<file path="src/rtl/lb_fifo_csr_pkg.sv">
// Shared definitions for the lb_fifo_csr CSR block: register byte addresses,
// CTRL/STATUS field positions and the read-response FSM state type.
package lb_fifo_csr_pkg;

   // Register byte addresses on the local bus
   localparam int unsigned ADDR_CTRL      = 'h00;
   localparam int unsigned ADDR_STATUS    = 'h04;
   localparam int unsigned ADDR_FIFO_DATA = 'h08;
   localparam int unsigned ADDR_PUSH_CNT  = 'h0C;

   // CTRL fields
   localparam int CTRL_EN_BIT      = 0;
   localparam int CTRL_FLUSH_BIT   = 1;
   localparam int CTRL_SCRATCH_LSB = 8;
   localparam int CTRL_THRESH_LSB  = 16;

   // STATUS fields
   localparam int STATUS_EMPTY_BIT     = 0;
   localparam int STATUS_FULL_BIT      = 1;
   localparam int STATUS_UNDERFLOW_BIT = 2;
   localparam int STATUS_LEVEL_LSB     = 8;

   // Read-response FSM: one request in flight at a time
   typedef enum logic {
      RD_IDLE = 1'b0,
      RD_RESP = 1'b1
   } rd_state_e;

endpackage

</file>
<file path="src/rtl/lb_fifo_csr_if.sv">
// Local-bus interface between the axil2lb bridge (master) and lb_fifo_csr (slave).
//
// Handshake rules:
//   write: a write takes effect on the rising edge where wen && wready; the
//          master holds waddr/wdata/wstrb/wen stable until that edge.
//   read : the master raises ren with raddr and holds both until it sees
//          rvalid; rvalid is a single-cycle strobe and rdata is only
//          meaningful while rvalid is high (it is 0 otherwise).
interface lb_fifo_csr_if #(
   parameter int ADDR_W = 16,
   parameter int DATA_W = 32
);
   localparam int STRB_W = DATA_W / 8;

   logic              wready;
   logic [ADDR_W-1:0] waddr;
   logic [DATA_W-1:0] wdata;
   logic              wen;
   logic [STRB_W-1:0] wstrb;
   logic [ADDR_W-1:0] raddr;
   logic              ren;
   logic [DATA_W-1:0] rdata;
   logic              rvalid;

   modport master (
      input  wready, rdata, rvalid,
      output waddr, wdata, wen, wstrb, raddr, ren
   );

   modport slave (
      output wready, rdata, rvalid,
      input  waddr, wdata, wen, wstrb, raddr, ren
   );
endinterface

</file>
<file path="src/rtl/lb_fifo_csr_sync_fifo.sv">
// lb_sync_fifo: single-clock FIFO with push/pop/flush, combinational head
// data. Pointers carry one extra MSB so full and empty are distinguished by
// comparing the wrap bit.
module lb_sync_fifo #(
   parameter int DATA_W = 32,
   parameter int DEPTH  = 8
) (
   input  logic                      clk,
   input  logic                      reset,
   input  logic                      push,
   input  logic                      pop,
   input  logic                      flush,
   input  logic [DATA_W-1:0]         wdata,
   output logic [DATA_W-1:0]         head,
   output logic                      full,
   output logic                      empty,
   output logic [$clog2(DEPTH):0]    level
);
   localparam int AW = $clog2(DEPTH);

   logic [AW:0]       wr_ptr;
   logic [AW:0]       rd_ptr;
   logic [DATA_W-1:0] mem [DEPTH];

   // Pointer update; flush wins over any pop in the same cycle
   always_ff @(posedge clk or negedge reset) begin
      if (!reset) begin
         wr_ptr <= '0;
         rd_ptr <= '0;
      end else if (flush) begin
         wr_ptr <= '0;
         rd_ptr <= '0;
      end else begin
         if (push && !full)  wr_ptr <= wr_ptr + (AW+1)'(1);
         if (pop  && !empty) rd_ptr <= rd_ptr + (AW+1)'(1);
      end
   end

   // Storage write; contents need no reset because pointers gate visibility
   always_ff @(posedge clk) begin
      if (push && !full) mem[wr_ptr[AW-1:0]] <= wdata;
   end

   assign head  = mem[rd_ptr[AW-1:0]];
   assign empty = (wr_ptr == rd_ptr);
   assign full  = (wr_ptr[AW] != rd_ptr[AW]) && (wr_ptr[AW-1:0] == rd_ptr[AW-1:0]);
   assign level = wr_ptr - rd_ptr;
endmodule

</file>
<file path="src/rtl/lb_fifo_csr.sv">
// lb_fifo_csr: local-bus CSR block fronting a synchronous data FIFO.
// Writes to FIFO_DATA push, reads pop; writes stall only when pushing into a
// full FIFO. Read data returns one cycle after the request is accepted.
// Optional feature: define LB_FIFO_CSR_IRQ_EN to add CTRL.THRESH and irq.
module lb_fifo_csr
   import lb_fifo_csr_pkg::*;
#(
   parameter int ADDR_W     = 16,
   parameter int DATA_W     = 32,
   parameter int FIFO_DEPTH = 8
) (
   input  logic         clk,
   input  logic         reset,
   lb_fifo_csr_if.slave bus,
`ifdef LB_FIFO_CSR_IRQ_EN
   output logic         irq,
`endif
   output rd_state_e    dbg_rd_state
);
   localparam int STRB_W = DATA_W / 8;
   localparam int LVL_W  = $clog2(FIFO_DEPTH) + 1;

   logic              en_q;
   logic [7:0]        scratch_q;
   logic              underflow_q;
   logic [DATA_W-1:0] push_cnt_q;
   logic [DATA_W-1:0] rdata_q;
`ifdef LB_FIFO_CSR_IRQ_EN
   logic [7:0]        thresh_q;
`endif

   logic              wr_fire, wr_ctrl, wr_status, wr_fifo;
   logic              push, pop, flush;
   logic              rd_accept, rd_fifo, rd_cnt, rd_underflow;
   logic [DATA_W-1:0] push_data;
   logic [DATA_W-1:0] rd_value;
   logic [DATA_W-1:0] fifo_head;
   logic              fifo_full, fifo_empty;
   logic [LVL_W-1:0]  fifo_level;
   rd_state_e         state_q, state_d;

   // Only a push into a full FIFO is stalled; every other write completes now
   assign bus.wready = !(bus.wen && (bus.waddr == ADDR_W'(ADDR_FIFO_DATA)) && fifo_full);

   assign wr_fire   = bus.wen && bus.wready;
   assign wr_ctrl   = wr_fire && (bus.waddr == ADDR_W'(ADDR_CTRL));
   assign wr_status = wr_fire && (bus.waddr == ADDR_W'(ADDR_STATUS));
   assign wr_fifo   = wr_fire && (bus.waddr == ADDR_W'(ADDR_FIFO_DATA));

   // FLUSH is a pulse straight into the FIFO; it is never stored
   assign flush = wr_ctrl && bus.wstrb[0] && bus.wdata[CTRL_FLUSH_BIT];
   assign push  = wr_fifo && en_q;

   assign rd_accept    = (state_q == RD_IDLE) && bus.ren;
   assign rd_fifo      = rd_accept && (bus.raddr == ADDR_W'(ADDR_FIFO_DATA)) && en_q;
   assign pop          = rd_fifo && !fifo_empty;
   assign rd_underflow = rd_fifo && fifo_empty;
   assign rd_cnt       = rd_accept && (bus.raddr == ADDR_W'(ADDR_PUSH_CNT));

   // Pushed word keeps only the strobed bytes
   always_comb begin
      push_data = '0;
      for (int b = 0; b < STRB_W; b++) begin
         if (bus.wstrb[b]) push_data[b*8 +: 8] = bus.wdata[b*8 +: 8];
      end
   end

   lb_sync_fifo #(
      .DATA_W (DATA_W),
      .DEPTH  (FIFO_DEPTH)
   ) u_fifo (
      .clk   (clk),
      .reset (reset),
      .push  (push),
      .pop   (pop),
      .flush (flush),
      .wdata (push_data),
      .head  (fifo_head),
      .full  (fifo_full),
      .empty (fifo_empty),
      .level (fifo_level)
   );

   // CTRL fields, byte-strobed
   always_ff @(posedge clk or negedge reset) begin
      if (!reset) begin
         en_q      <= 1'b0;
         scratch_q <= '0;
`ifdef LB_FIFO_CSR_IRQ_EN
         thresh_q  <= '0;
`endif
      end else if (wr_ctrl) begin
         if (bus.wstrb[0]) en_q <= bus.wdata[CTRL_EN_BIT];
         if (bus.wstrb[CTRL_SCRATCH_LSB/8]) scratch_q <= bus.wdata[CTRL_SCRATCH_LSB +: 8];
`ifdef LB_FIFO_CSR_IRQ_EN
         if (bus.wstrb[CTRL_THRESH_LSB/8]) thresh_q <= bus.wdata[CTRL_THRESH_LSB +: 8];
`endif
      end
   end

   // Sticky UNDERFLOW; a new underflow beats a simultaneous clear
   always_ff @(posedge clk or negedge reset) begin
      if (!reset) begin
         underflow_q <= 1'b0;
      end else if (rd_underflow) begin
         underflow_q <= 1'b1;
      end else if (wr_status && bus.wstrb[0] && bus.wdata[STATUS_UNDERFLOW_BIT]) begin
         underflow_q <= 1'b0;
      end
   end

   // PUSH_CNT: saturating, cleared by a read; a push in the read cycle restarts at 1
   always_ff @(posedge clk or negedge reset) begin
      if (!reset) begin
         push_cnt_q <= '0;
      end else if (rd_cnt) begin
         push_cnt_q <= push ? DATA_W'(1) : '0;
      end else if (push && (push_cnt_q != '1)) begin
         push_cnt_q <= push_cnt_q + DATA_W'(1);
      end
   end

`ifdef LB_FIFO_CSR_IRQ_EN
   // Registered level-threshold interrupt; THRESH=0 disables it
   always_ff @(posedge clk or negedge reset) begin
      if (!reset) irq <= 1'b0;
      else        irq <= en_q && (thresh_q != 8'd0) && (8'(fifo_level) >= thresh_q);
   end
`endif

   // Read mux evaluated at request-accept time; unmapped addresses return 0
   always_comb begin
      rd_value = '0;
      if (bus.raddr == ADDR_W'(ADDR_CTRL)) begin
         rd_value[CTRL_EN_BIT]           = en_q;
         rd_value[CTRL_SCRATCH_LSB +: 8] = scratch_q;
`ifdef LB_FIFO_CSR_IRQ_EN
         rd_value[CTRL_THRESH_LSB +: 8]  = thresh_q;
`endif
      end else if (bus.raddr == ADDR_W'(ADDR_STATUS)) begin
         rd_value[STATUS_EMPTY_BIT]      = fifo_empty;
         rd_value[STATUS_FULL_BIT]       = fifo_full;
         rd_value[STATUS_UNDERFLOW_BIT]  = underflow_q;
         rd_value[STATUS_LEVEL_LSB +: 8] = 8'(fifo_level);
      end else if (bus.raddr == ADDR_W'(ADDR_FIFO_DATA)) begin
         rd_value = pop ? fifo_head : '0;
      end else if (bus.raddr == ADDR_W'(ADDR_PUSH_CNT)) begin
         rd_value = push_cnt_q;
      end
   end

   // Read FSM state register
   always_ff @(posedge clk or negedge reset) begin
      if (!reset) state_q <= RD_IDLE;
      else        state_q <= state_d;
   end

   // Read FSM next state: accept in IDLE, respond for exactly one cycle
   always_comb begin
      state_d = state_q;
      case (state_q)
         RD_IDLE: if (bus.ren) state_d = RD_RESP;
         RD_RESP: state_d = RD_IDLE;
         default: state_d = RD_IDLE;
      endcase
   end

   // Read FSM outputs
   always_comb begin
      bus.rvalid   = (state_q == RD_RESP);
      dbg_rd_state = state_q;
   end

   // Response data: captured on accept, zeroed as the response cycle ends
   always_ff @(posedge clk or negedge reset) begin
      if (!reset) begin
         rdata_q <= '0;
      end else if (rd_accept) begin
         rdata_q <= rd_value;
      end else if (state_q == RD_RESP) begin
         rdata_q <= '0;
      end
   end

   assign bus.rdata = rdata_q;
endmodule

</file>
<file path="src/flat_wrapper.sv">
// flat-port wrapper written by rule: the top's interface ports become plain ports
module lb_fifo_csr_flat import lb_fifo_csr_pkg::*;
#(
   parameter int ADDR_W     = 16,
   parameter int DATA_W     = 32,
   parameter int FIFO_DEPTH = 8
)
  (clk, reset, dbg_rd_state, bus_wready, bus_rdata, bus_rvalid, bus_waddr, bus_wdata, bus_wen, bus_wstrb, bus_raddr, bus_ren);
  lb_fifo_csr_if #(.ADDR_W(ADDR_W), .DATA_W(DATA_W)) bus_i ();
  input  logic clk;
  input  logic reset;
  output rd_state_e dbg_rd_state;
  output wire logic [$bits(bus_i.wready)-1:0] bus_wready;
  output wire logic [$bits(bus_i.rdata)-1:0] bus_rdata;
  output wire logic [$bits(bus_i.rvalid)-1:0] bus_rvalid;
  input wire logic [$bits(bus_i.waddr)-1:0] bus_waddr;
  input wire logic [$bits(bus_i.wdata)-1:0] bus_wdata;
  input wire logic [$bits(bus_i.wen)-1:0] bus_wen;
  input wire logic [$bits(bus_i.wstrb)-1:0] bus_wstrb;
  input wire logic [$bits(bus_i.raddr)-1:0] bus_raddr;
  input wire logic [$bits(bus_i.ren)-1:0] bus_ren;
  assign bus_wready = bus_i.wready;
  assign bus_rdata = bus_i.rdata;
  assign bus_rvalid = bus_i.rvalid;
  assign bus_i.waddr = bus_waddr;
  assign bus_i.wdata = bus_wdata;
  assign bus_i.wen = bus_wen;
  assign bus_i.wstrb = bus_wstrb;
  assign bus_i.raddr = bus_raddr;
  assign bus_i.ren = bus_ren;
  lb_fifo_csr #(.ADDR_W(ADDR_W), .DATA_W(DATA_W), .FIFO_DEPTH(FIFO_DEPTH)) u_core (.clk(clk), .reset(reset), .bus(bus_i), .dbg_rd_state(dbg_rd_state));
endmodule
</file>
<file path="config.mk">
export PLATFORM = sky130hd
export DESIGN_NAME = lb_fifo_csr_flat
export DESIGN_NICKNAME = d
export VERILOG_FILES = /design/src/rtl/lb_fifo_csr_pkg.sv /design/src/rtl/lb_fifo_csr_if.sv /design/src/rtl/lb_fifo_csr_sync_fifo.sv /design/src/rtl/lb_fifo_csr.sv /design/src/flat_wrapper.sv
export SDC_FILE = /design/constraint.sdc
export NUM_CORES = 1
export LEC_CHECK = 0
export CORE_MARGIN = 3
export CORE_UTILIZATION = 40
export DETAILED_ROUTE_END_ITERATION = 10
export PLACE_DENSITY = 0.66
export SETUP_SLACK_MARGIN = 0.15
export SKIP_CTS_REPAIR_TIMING = 1
export SLEW_MARGIN = 20
export SYNTH_ARGS = -nofsm -noshare
export SYNTH_HDL_FRONTEND = slang
export SYNTH_SLANG_ARGS = --single-unit
</file>
<file path="constraint.sdc">
create_clock -name clk -period 9.5 [get_ports clk]
set_input_delay 1.9 -clock clk [delete_from_list [all_inputs] [get_ports clk]]
set_output_delay 1.9 -clock clk [all_outputs]
set_load 0.02 [all_outputs]
</file>
# Word-level counts from Yosys, hierarchy flattened
# Memories as Yosys holds them, arrays and structs flattened.
# Cells that the tools add are included.
dict set report totals {
  out_inout_bits 35
  mem_count 1
  word_cells 86
  mem_bits_rw 256
  inputBits 72
  register_bits 83
}
# name depth width rd rd_clocked_by_memory_dff wr line
set memory_table {}
lappend memory_table {u_core.u_fifo.mem 8 32 1 0 1 lb_fifo_csr_sync_fifo.sv:23} ;# logic [DATA_W-1:0] mem [DEPTH];
dict set report classes {
  mux 30
  add_sub_neg 4
  bitwise 1
  n_reduce_logical 33
  eq_ne 9
}
# operator count
set op_table {}
lappend op_table {{$mux 32} 7}
lappend op_table {{$eq 16x4->1 const B} 3}
lappend op_table {{$mux 8} 6}
lappend op_table {{$add 32x1->32 const B} 1}
lappend op_table {{$eq 16x3->1 const B} 2}
lappend op_table {{$logic_not 16->1} 2}
lappend op_table {{$mux 16} 2}
lappend op_table {{$ne 32x32->1 const B} 1}
lappend op_table {{$logic_and 1x1->1} 21}
lappend op_table {{$mux 4} 4}
lappend op_table {{$reduce_bool 2->1} 5}
lappend op_table {{$add 4x1->4 const B} 2}
lappend op_table {{$mux 1} 7}
lappend op_table {{$mux 7} 1}
lappend op_table {{$mux 5} 1}
lappend op_table {{$eq 4x4->1} 1}
lappend op_table {{$reduce_and 2->1} 2}
lappend op_table {{$sub 4x4->4} 1}
lappend op_table {{$eq 3x3->1} 1}
lappend op_table {{$logic_not 1->1} 3}
lappend op_table {{$mux 3} 1}
lappend op_table {{$pmux 1 s2} 1}
lappend op_table {{$ne 1x1->1} 1}
lappend op_table {{$not 1->1} 1}

# Longest topological paths before layout
# Gate-level depths: netlist of run 1.
dict set report logic_depth {
  depth_word 10
  ltp_mapped 12
  ltp_nobuf 7
}

# Hierarchy
# A second synthesis of run 1 with hierarchy kept.
dict set report hier_totals {
  hier_cells 944
  hier_area_um2 14383.8
}
# module area_per_inst_um2 n_inst cells_per_inst
set modules_own_cells {}
lappend modules_own_cells {lb_sync_fifo 10223.6 1 505}
lappend modules_own_cells {lb_fifo_csr 4160.2 1 439}

# Worst setup path after synthesis of run 1
# No wires, ideal clock.
dict set report synth_path {
  path_type {in2reg}
  start {in bus_waddr[15]}
  end {mem u_core.u_fifo.mem[0][0], enable pin}
  t_required_ns 8.998
  n_path_buf 2
  slack_ns 2.878
  arrival_ns 6.120
  path_stages 6
  path_cell_list {nor4b_1 and4_1 clkbuf_1 nand2_1 clkbuf_1 nor4_1}
}
dict set report synth_via {
  elab_chain_cells 10
}
# item line
set synth_lines {}
lappend synth_lines {{start: declaration} flat_wrapper.sv:16} ;# input wire logic [$bits(bus_i.waddr)-1:0] bus_waddr;
lappend synth_lines {{$eq 16x4->1 (*)} {lb_fifo_csr.sv:43, lb_fifo_csr.sv:48}}
lappend synth_lines {{$logic_and 1x1->1 (2 in a row)} lb_fifo_csr.sv:43} ;# assign bus.wready = !(bus.wen && (bus.waddr == ADDR_W'(ADDR_FIFO_DATA)) && fifo_full);
lappend synth_lines {{$logic_not 1->1} lb_fifo_csr.sv:43}
lappend synth_lines {{$logic_and 1x1->1} lb_fifo_csr.sv:45} ;# assign wr_fire = bus.wen && bus.wready;
lappend synth_lines {{$logic_and 1x1->1 (*)} lb_fifo_csr.sv:48} ;# assign wr_fifo = wr_fire && (bus.waddr == ADDR_W'(ADDR_FIFO_DATA));
lappend synth_lines {{$logic_and 1x1->1 (*)} lb_fifo_csr.sv:52} ;# assign push = wr_fifo && en_q;
lappend synth_lines {{$logic_and 1x1->1 (*)} lb_fifo_csr_sync_fifo.sv:41} ;# if (push && !full) mem[wr_ptr[AW-1:0]] <= wdata;
lappend synth_lines {{$mux 1 (*)} lb_fifo_csr_sync_fifo.sv:41}
lappend synth_lines {{$mux 1 (implied by the code) (*)} lb_fifo_csr_sync_fifo.sv:41}
lappend synth_lines {{end: declaration} lb_fifo_csr_sync_fifo.sv:23}
# Mark *: on every way between the ends. The rest lies on a longest branch, timed or not.

# Final worst setup path of run 1
dict set report layout_path {
  start {in bus_waddr[2]}
  end {out bus_wready}
}
dict set report layout_via {
  elab_chain_cells 4
}
# item line
set layout_lines {}
lappend layout_lines {{$eq 16x4->1} lb_fifo_csr.sv:43}
lappend layout_lines {{$logic_and 1x1->1 (2 in a row)} lb_fifo_csr.sv:43}
lappend layout_lines {{$logic_not 1->1} lb_fifo_csr.sv:43}
lappend layout_lines {{end: declaration} flat_wrapper.sv:13} ;# output wire logic [$bits(bus_i.wready)-1:0] bus_wready;
# Every way passes these cells.

==> results.ini, run 1 <==
[outcome]
outcome = finished, final reports clean

[setup_path]
rr_worst_depth = 8
cp_max_fo = 3
regToRegStartpoint = u_core.u_fifo.rd_ptr[2]
start_kind = primary input
rrSetupSlack_ps = 6130
required_ps = 7600
critPathKind = primary input to primary output
r2r_end = u_core.u_fifo.mem[6][7]
crit_path_end_kind = primary output
arrival_ps = 3940

[global_routing]
overflow = 0
use_met3_pct = 3.22
grt_first_pass_wirelength_um = 50100
antenna_found_initial = 0
grt_max_degree = 84
grt_pass1_vias = 8483
grt_util_met1_pct = 24.4
grt_usage_pct = 16.9
grt.busiest_layer = met2
met2_usage_pct = 27.0

[layout]
drive_gt1_share_pct = 14.9
area_growth_pct = 19.1
layout_common_cells = 256 x edfxtp_1, 105 x clkdlybuf4s50_1, 81 x dfrtp_1, 64 x mux4_2, 43 x nand2_1
multiInputGateArea_sq_um = 4250
num_antenna_cells = 0
register_area_sq_um = 9770
fin_cells = 1476
fillerInstances = 2909
final_common_cell = edfxtp_1
fin_nets = 1074
finalInstanceArea_sq_um = 16900

[clock_network]
htreeDepth = 2
cts-root-buf = clkbuf_16
clk_latency_ps = 520
cts.clk_slew.worst_paths_ps = 60
cts_tree = built
cts_buffers = 36
cts_buffer_depth = 3
cts.sinks = 339

[min_path]
min_from = u_core.bus.rdata[22]
hold_depth = 2
hold_path_class = flop to flop
min_to = u_core.bus.rdata[22]

[logic_synthesis]
synth_nets = 962
syn_area_per_cell_sq_um = 16.1
ys.flop_type = edfxtp_1
ys_async_sr_fraction_pct = 24.5
ys_ff_latch = 339
synth_edf_count = 256
yosysSeqAreaShare_pct = 68.7
yosysUniqueCellTypes = 52
synthCells = 883
ys_warn_count = 0
synth_area_sq_um = 14200

[sta]
rsz0062_at_grt = false
fin_tns_setup_ps = 0
hold_ws_ps = 490
worstMarginPinSlew_ps = 1100
setup_viol = 0
max_freq_ghz = 0.171
report.final.hold_viol_count = 0
finalMaxSlewViolations = 0
fin_skew_ps = 13.5
post-route-period-util_pct = 61.4
slew_headroom_pct = 26.5
min_period_ps = 5840

[drt]
routedWlPerCell_um = 21.8
wirelength_um = 32200
first_pass_iters = 4
remaining_drc_errors = 0
drtIter0Drc = 679
ant_nets = 0
vias_per_cell = 5.61
num_vias = 8279

[floorplan]
die_w_um = 195
rows = 68
ios = 107
start_util_pct = 40.8
coreArea_sq_um = 34800
die_area_sq_um = 37800
die_height_um = 195

[power_and_ir_drop]
p_leak_nw = 5.36
vdd_drop_max_uv = 93.7
powerDensity_nw_per_um2 = 177

[placed_design]
dp_hpwl_um = 19900
gp_congestion = 0.862
dpl_cell_area_sq_um = 15800
numPortBuffers = 106
dp.cells = 1412

[run]
maxCapViolCount = 0

[metrics by stage]
stage | util (%) | power, mW | setup slack, ps
after floorplan | - | 1.65 | 2880
after global placement | 45.5 | 1.70 | 3580
after detailed placement | 45.5 | 1.70 | 3630
after CTS | 48.6 | 3.02 | 3630
after global routing | 48.6 | 3.09 | 3480
final | 48.6 | 2.99 | 3660
[synthesized netlist by cell type, drive strengths merged (3+ instances only)]
cell type	number	share of area, %
mux4	64	10
or4	21	1.1
o22a	5	0.31
inv	12	0.32
and3	8	0.35
and2	35	1.5
nand4	12	0.57
o221ai	3	0.18
nor2	22	0.58
nor4	9	0.40
xnor2	6	0.37
mux2i	34	2.4
dfrtp	83	15
or3	17	0.75
clkbuf	29	0.77
mux2	9	0.71
a21oi	28	0.99
and4	8	0.49
nor3	11	0.42
nor2b	6	0.26
nand2	43	1.1
o211ai	11	0.58
xor2	3	0.18
ha	6	0.53
o21ai	40	1.4
a22oi	24	1.3
o31ai	13	0.69
buf	19	0.60
nand3	20	0.70
edfxtp	256	54
[worst max-delay path: stages]
cell and delay, ps:
clkdlybuf4s50_1 450, nor4b_1 820, nand3_1 170, clkdlybuf4s50_1 600
[kinds of logic after synthesis]
group	count (synthesis)	share of synthesized area, %
adders and majority gates	7	0.669
muxes	107	13.2
xor gates and xnor gates	9	0.555
AOI/OAI and AO/OA	138	6.26
DFF	339	68.7
buffers and inverters	60	1.68
and+or+nand+nor	223	8.90
[final cells by class]
cell class / count / area share [%]
clock inverters: 14 / 0.762
inverters: 12 / 0.266
flip-flops and latches: 339 / 57.7
well taps: 455 / 3.36
repair buffers: 122 / 6.99
clock buffers: 50 / 5.76
multi-input cells: 484 / 25.1
[where the power goes]
part | leakage (nW) | total [mW] | switching [mW] | internal (mW)
logic | 1.62 | 0.0729 | 0.0393 | 0.0336
clock network | 0.541 | 1.32 | 0.544 | 0.775
registers | 3.20 | 1.60 | 0.000644 | 1.60
[registers in the layout (all words and copies together), names as in the netlist]
signal / flops
u_core.u_fifo.mem: 256
u_core.bus.rdata: 32
u_core.push_cnt_q: 32
u_core.scratch_q: 8
u_core.u_fifo.rd_ptr: 4
u_core.u_fifo.wr_ptr: 4
u_core.bus.rvalid: 1
u_core.en_q: 1
u_core.underflow_q: 1
[worst max path at each step]
| stage | from | end | slack [ps] | cells after the start |
|---|---|---|---|---|
| final | bus_waddr[2] | bus_wready | 3660 | 4 |
| after global routing | bus_waddr[2] | bus_wready | 3480 | 4 |
| after CTS | bus_waddr[2] | bus_wready | 3630 | 4 |
| after detailed placement | bus_waddr[2] | bus_wready | 3630 | 4 |
| after global placement | bus_waddr[2] | bus_wready | 3580 | 4 |
| after floorplan | bus_waddr[15] | u_core.u_fifo.mem[0][0] | 2880 | 6 |
[per-layer routing]
| metal | wire length, um | share of wire [%] |
|---|---|---|
| met5 | 0 | 0 |
| met4 | 510 | 1.6 |
| met3 | 1780 | 5.5 |
| met2 | 15200 | 47 |
| met1 | 14700 | 46 |
Note: power is estimated with default switching activity, not from simulation.
==> run 2, diff against run 1 <==
==> constraint.sdc (replaced) <==
create_clock -name clk -period 5.7 [get_ports clk]
set_input_delay 1.14 -clock clk [delete_from_list [all_inputs] [get_ports clk]]
set_output_delay 1.14 -clock clk [all_outputs]
set_load 0.02 [all_outputs]
==> results.ini, run 2 (same netlist as run 1, synthesis figures left out) <==
[drt]
ant_nets = 0  ; unchanged
drtIter0Drc = 735  ; +8.2%
wl_met1_um = 14400  ; -2.5%
wirelength_um = 31300  ; -2.7%
vias_per_cell = 5.56  ; -0.89%
wl_met3_um = 1890  ; +6.4%
remaining_drc_errors = 0  ; unchanged
routedWlPerCell_um = 21.3  ; -2.7%
first_pass_iters = 4  ; unchanged
dr_wl_met2_um = 14400  ; -5.0%
num_vias = 8200  ; -0.95%
top_layer = met4

[floorplan]
ios = 107  ; unchanged
die_area_sq_um = 37800  ; unchanged
rows = 68  ; unchanged
coreArea_sq_um = 34800  ; unchanged
die_w_um = 195  ; unchanged
die_height_um = 195  ; unchanged
start_util_pct = 40.8  ; unchanged

[sta]
min_period_ps = 4420
worstMarginPinSlew_ps = 1010  ; -82.6 ps
report.final.hold_viol_count = 0  ; unchanged
fin_skew_ps = 16.9  ; +3.35 ps
max_freq_ghz = 0.226
rsz0062_at_grt = false
hold_ws_ps = 491  ; +0.768 ps
finalMaxSlewViolations = 0  ; unchanged
post-route-period-util_pct = 77.6
slew_headroom_pct = 32.1  ; +5.5 points
setup_viol = 0  ; unchanged

[setup_path]
path_common_cell = clkdlybuf4s50_1
crit_path_end_kind = primary output
crit_slowest_cell = nor4b_1
cp-startpoint = bus_waddr[2]
arrival_ps = 3280  ; -660 ps
start_kind = primary input
cp_max_fo = 3  ; unchanged
critPathKind = primary input to primary output
max_stage_delay_ps = 770  ; -50 ps
path_cells = clkdlybuf4s50_1 -> nor4b_1 -> nand3_1 -> clkdlybuf4s50_1
worstSetupPathDepth = 4  ; unchanged
cp-endpoint = bus_wready
regToRegStartpoint = u_core.u_fifo.rd_ptr[1]
rr_worst_depth = 8  ; unchanged
required_ps = 4560  ; -3040 ps
rrSetupSlack_ps = 2310  ; -3820 ps
cp_top_family = buffers and inverters
r2r_end = u_core.u_fifo.mem[6][27]
path_buf_inv = 2  ; unchanged

[global_routing]
overflow = 0  ; unchanged
grt_usage_pct = 16.5  ; -0.41 points
grt_pass1_vias = 8355  ; -1.5%
antenna_found_initial = 0  ; unchanged
grt_first_pass_wirelength_um = 49200  ; -1.8%
grt_max_degree = 84  ; unchanged

[outcome]
outcome = finished, final reports clean

[layout]
fin_cells = 1475  ; -0.068%
num_antenna_cells = 0  ; unchanged
final_common_cell = edfxtp_1
finalInstanceArea_sq_um = 17000  ; +0.36%
area_growth_pct = 19.5
drive_gt1_share_pct = 15.2  ; +0.31 points
fin_util_pct = 48.8  ; +0.17 points
layout_common_cells = 256 x edfxtp_1, 105 x clkdlybuf4s50_1, 81 x dfrtp_1, 64 x mux4_2, 43 x nand2_1
fin_nets = 1074  ; unchanged
largest_reg_flops = 256  ; unchanged
fillerInstances = 2882  ; -0.93%

[power_and_ir_drop]
swShare_pct = 19.7  ; +0.20 points
clkPwrFrac_pct = 45.1  ; +1.0 points
p_seq_share_pct = 52.5  ; -0.9 points
p_switching_mw = 1.00  ; +71%
power.internal_mw = 4.07  ; +69%
vdd_drop_max_uv = 202  ; +120%
powerDensity_nw_per_um2 = 298  ; +69%
finalPower_mw = 5.07  ; +70%
p_leak_nw = 5.39  ; +0.55%
p_comb_share_pct = 2.4  ; about the same

[placed_design]
dp.cells = 1412  ; unchanged
dp_hpwl_um = 19900  ; +0.34%
gp_congestion = 0.885  ; +2.7%
dpl_cell_area_sq_um = 15800  ; about the same
numPortBuffers = 106  ; unchanged

[clock_network]
cts_tree = built
cts-root-buf = clkbuf_16
cts.sinks = 339  ; unchanged
cts.clk_slew.worst_paths_ps = 50  ; about the same
cts_buffer_depth = 3  ; unchanged
clk_latency_ps = 530  ; about the same
cts_buffers = 36  ; unchanged
htreeDepth = 2  ; unchanged

[min_path]
min_from = u_core.bus.rdata[22]
hold_path_class = flop to flop

[run]
maxCapViolCount = 0  ; unchanged

run 2: worst reg2reg max path, stage by stage (launching register included):
cell and delay [ps]:
dfrtp_2 840, inv_1 110, ha_1 330, nand3_1 150
o211ai_1 210, nor2_1 400, nand2_1 280, nor3b_4 240
buf_4 460
run 2: how the worst min path moves through the flow:
stage | cells after the start | to
floorplan | 2 | u_core.bus.rdata[12]
global placement | 2 | u_core.bus.rdata[22]
detailed placement | 2 | u_core.bus.rdata[14]
CTS | 2 | u_core.bus.rdata[14]
global route | 2 | u_core.bus.rdata[12]
finish | 2 | u_core.bus.rdata[22]
run 2: final cells by class:
class / count / area [sq um] / share of cell area (%)
repair buffers: 122 / 1180 / 6.96
clock inverters: 17 / 188 / 1.11
inverters: 12 / 45.0 / 0.265
clock buffers: 46 / 970 / 5.71
flip-flops and latches: 339 / 9770 / 57.5
multi-input cells: 484 / 4260 / 25.1
well taps: 455 / 569 / 3.35
run 2: power by group through the flow:
stage / Clock, mW / Sequential (mW) / Combinational [mW]
after floorplan: 0 / 2.71 / 0.0342
after global routing: 2.44 / 2.66 / 0.134
after CTS: 2.34 / 2.66 / 0.124
after global placement: 0 / 2.71 / 0.120
final: 2.29 / 2.66 / 0.121
after detailed placement: 0 / 2.71 / 0.123
run 2: per-stage QoR:
| stage | setup TNS [ps] | setup slack, ps |
|---|---|---|
| after floorplan | -38630 | -604 |
| after global placement | 0 | 1050 |
| after detailed placement | 0 | 1040 |
| after CTS | 0 | 1190 |
| after global routing | 0 | 1160 |
| final | 0 | 1280 |
run 2: metal layers:
layer	up-vias	track usage [%]
li1	3741	-
met1	4169	23.9
met2	247	25.6
met3	43	3.55
met4	0	4.41
met5	-	0
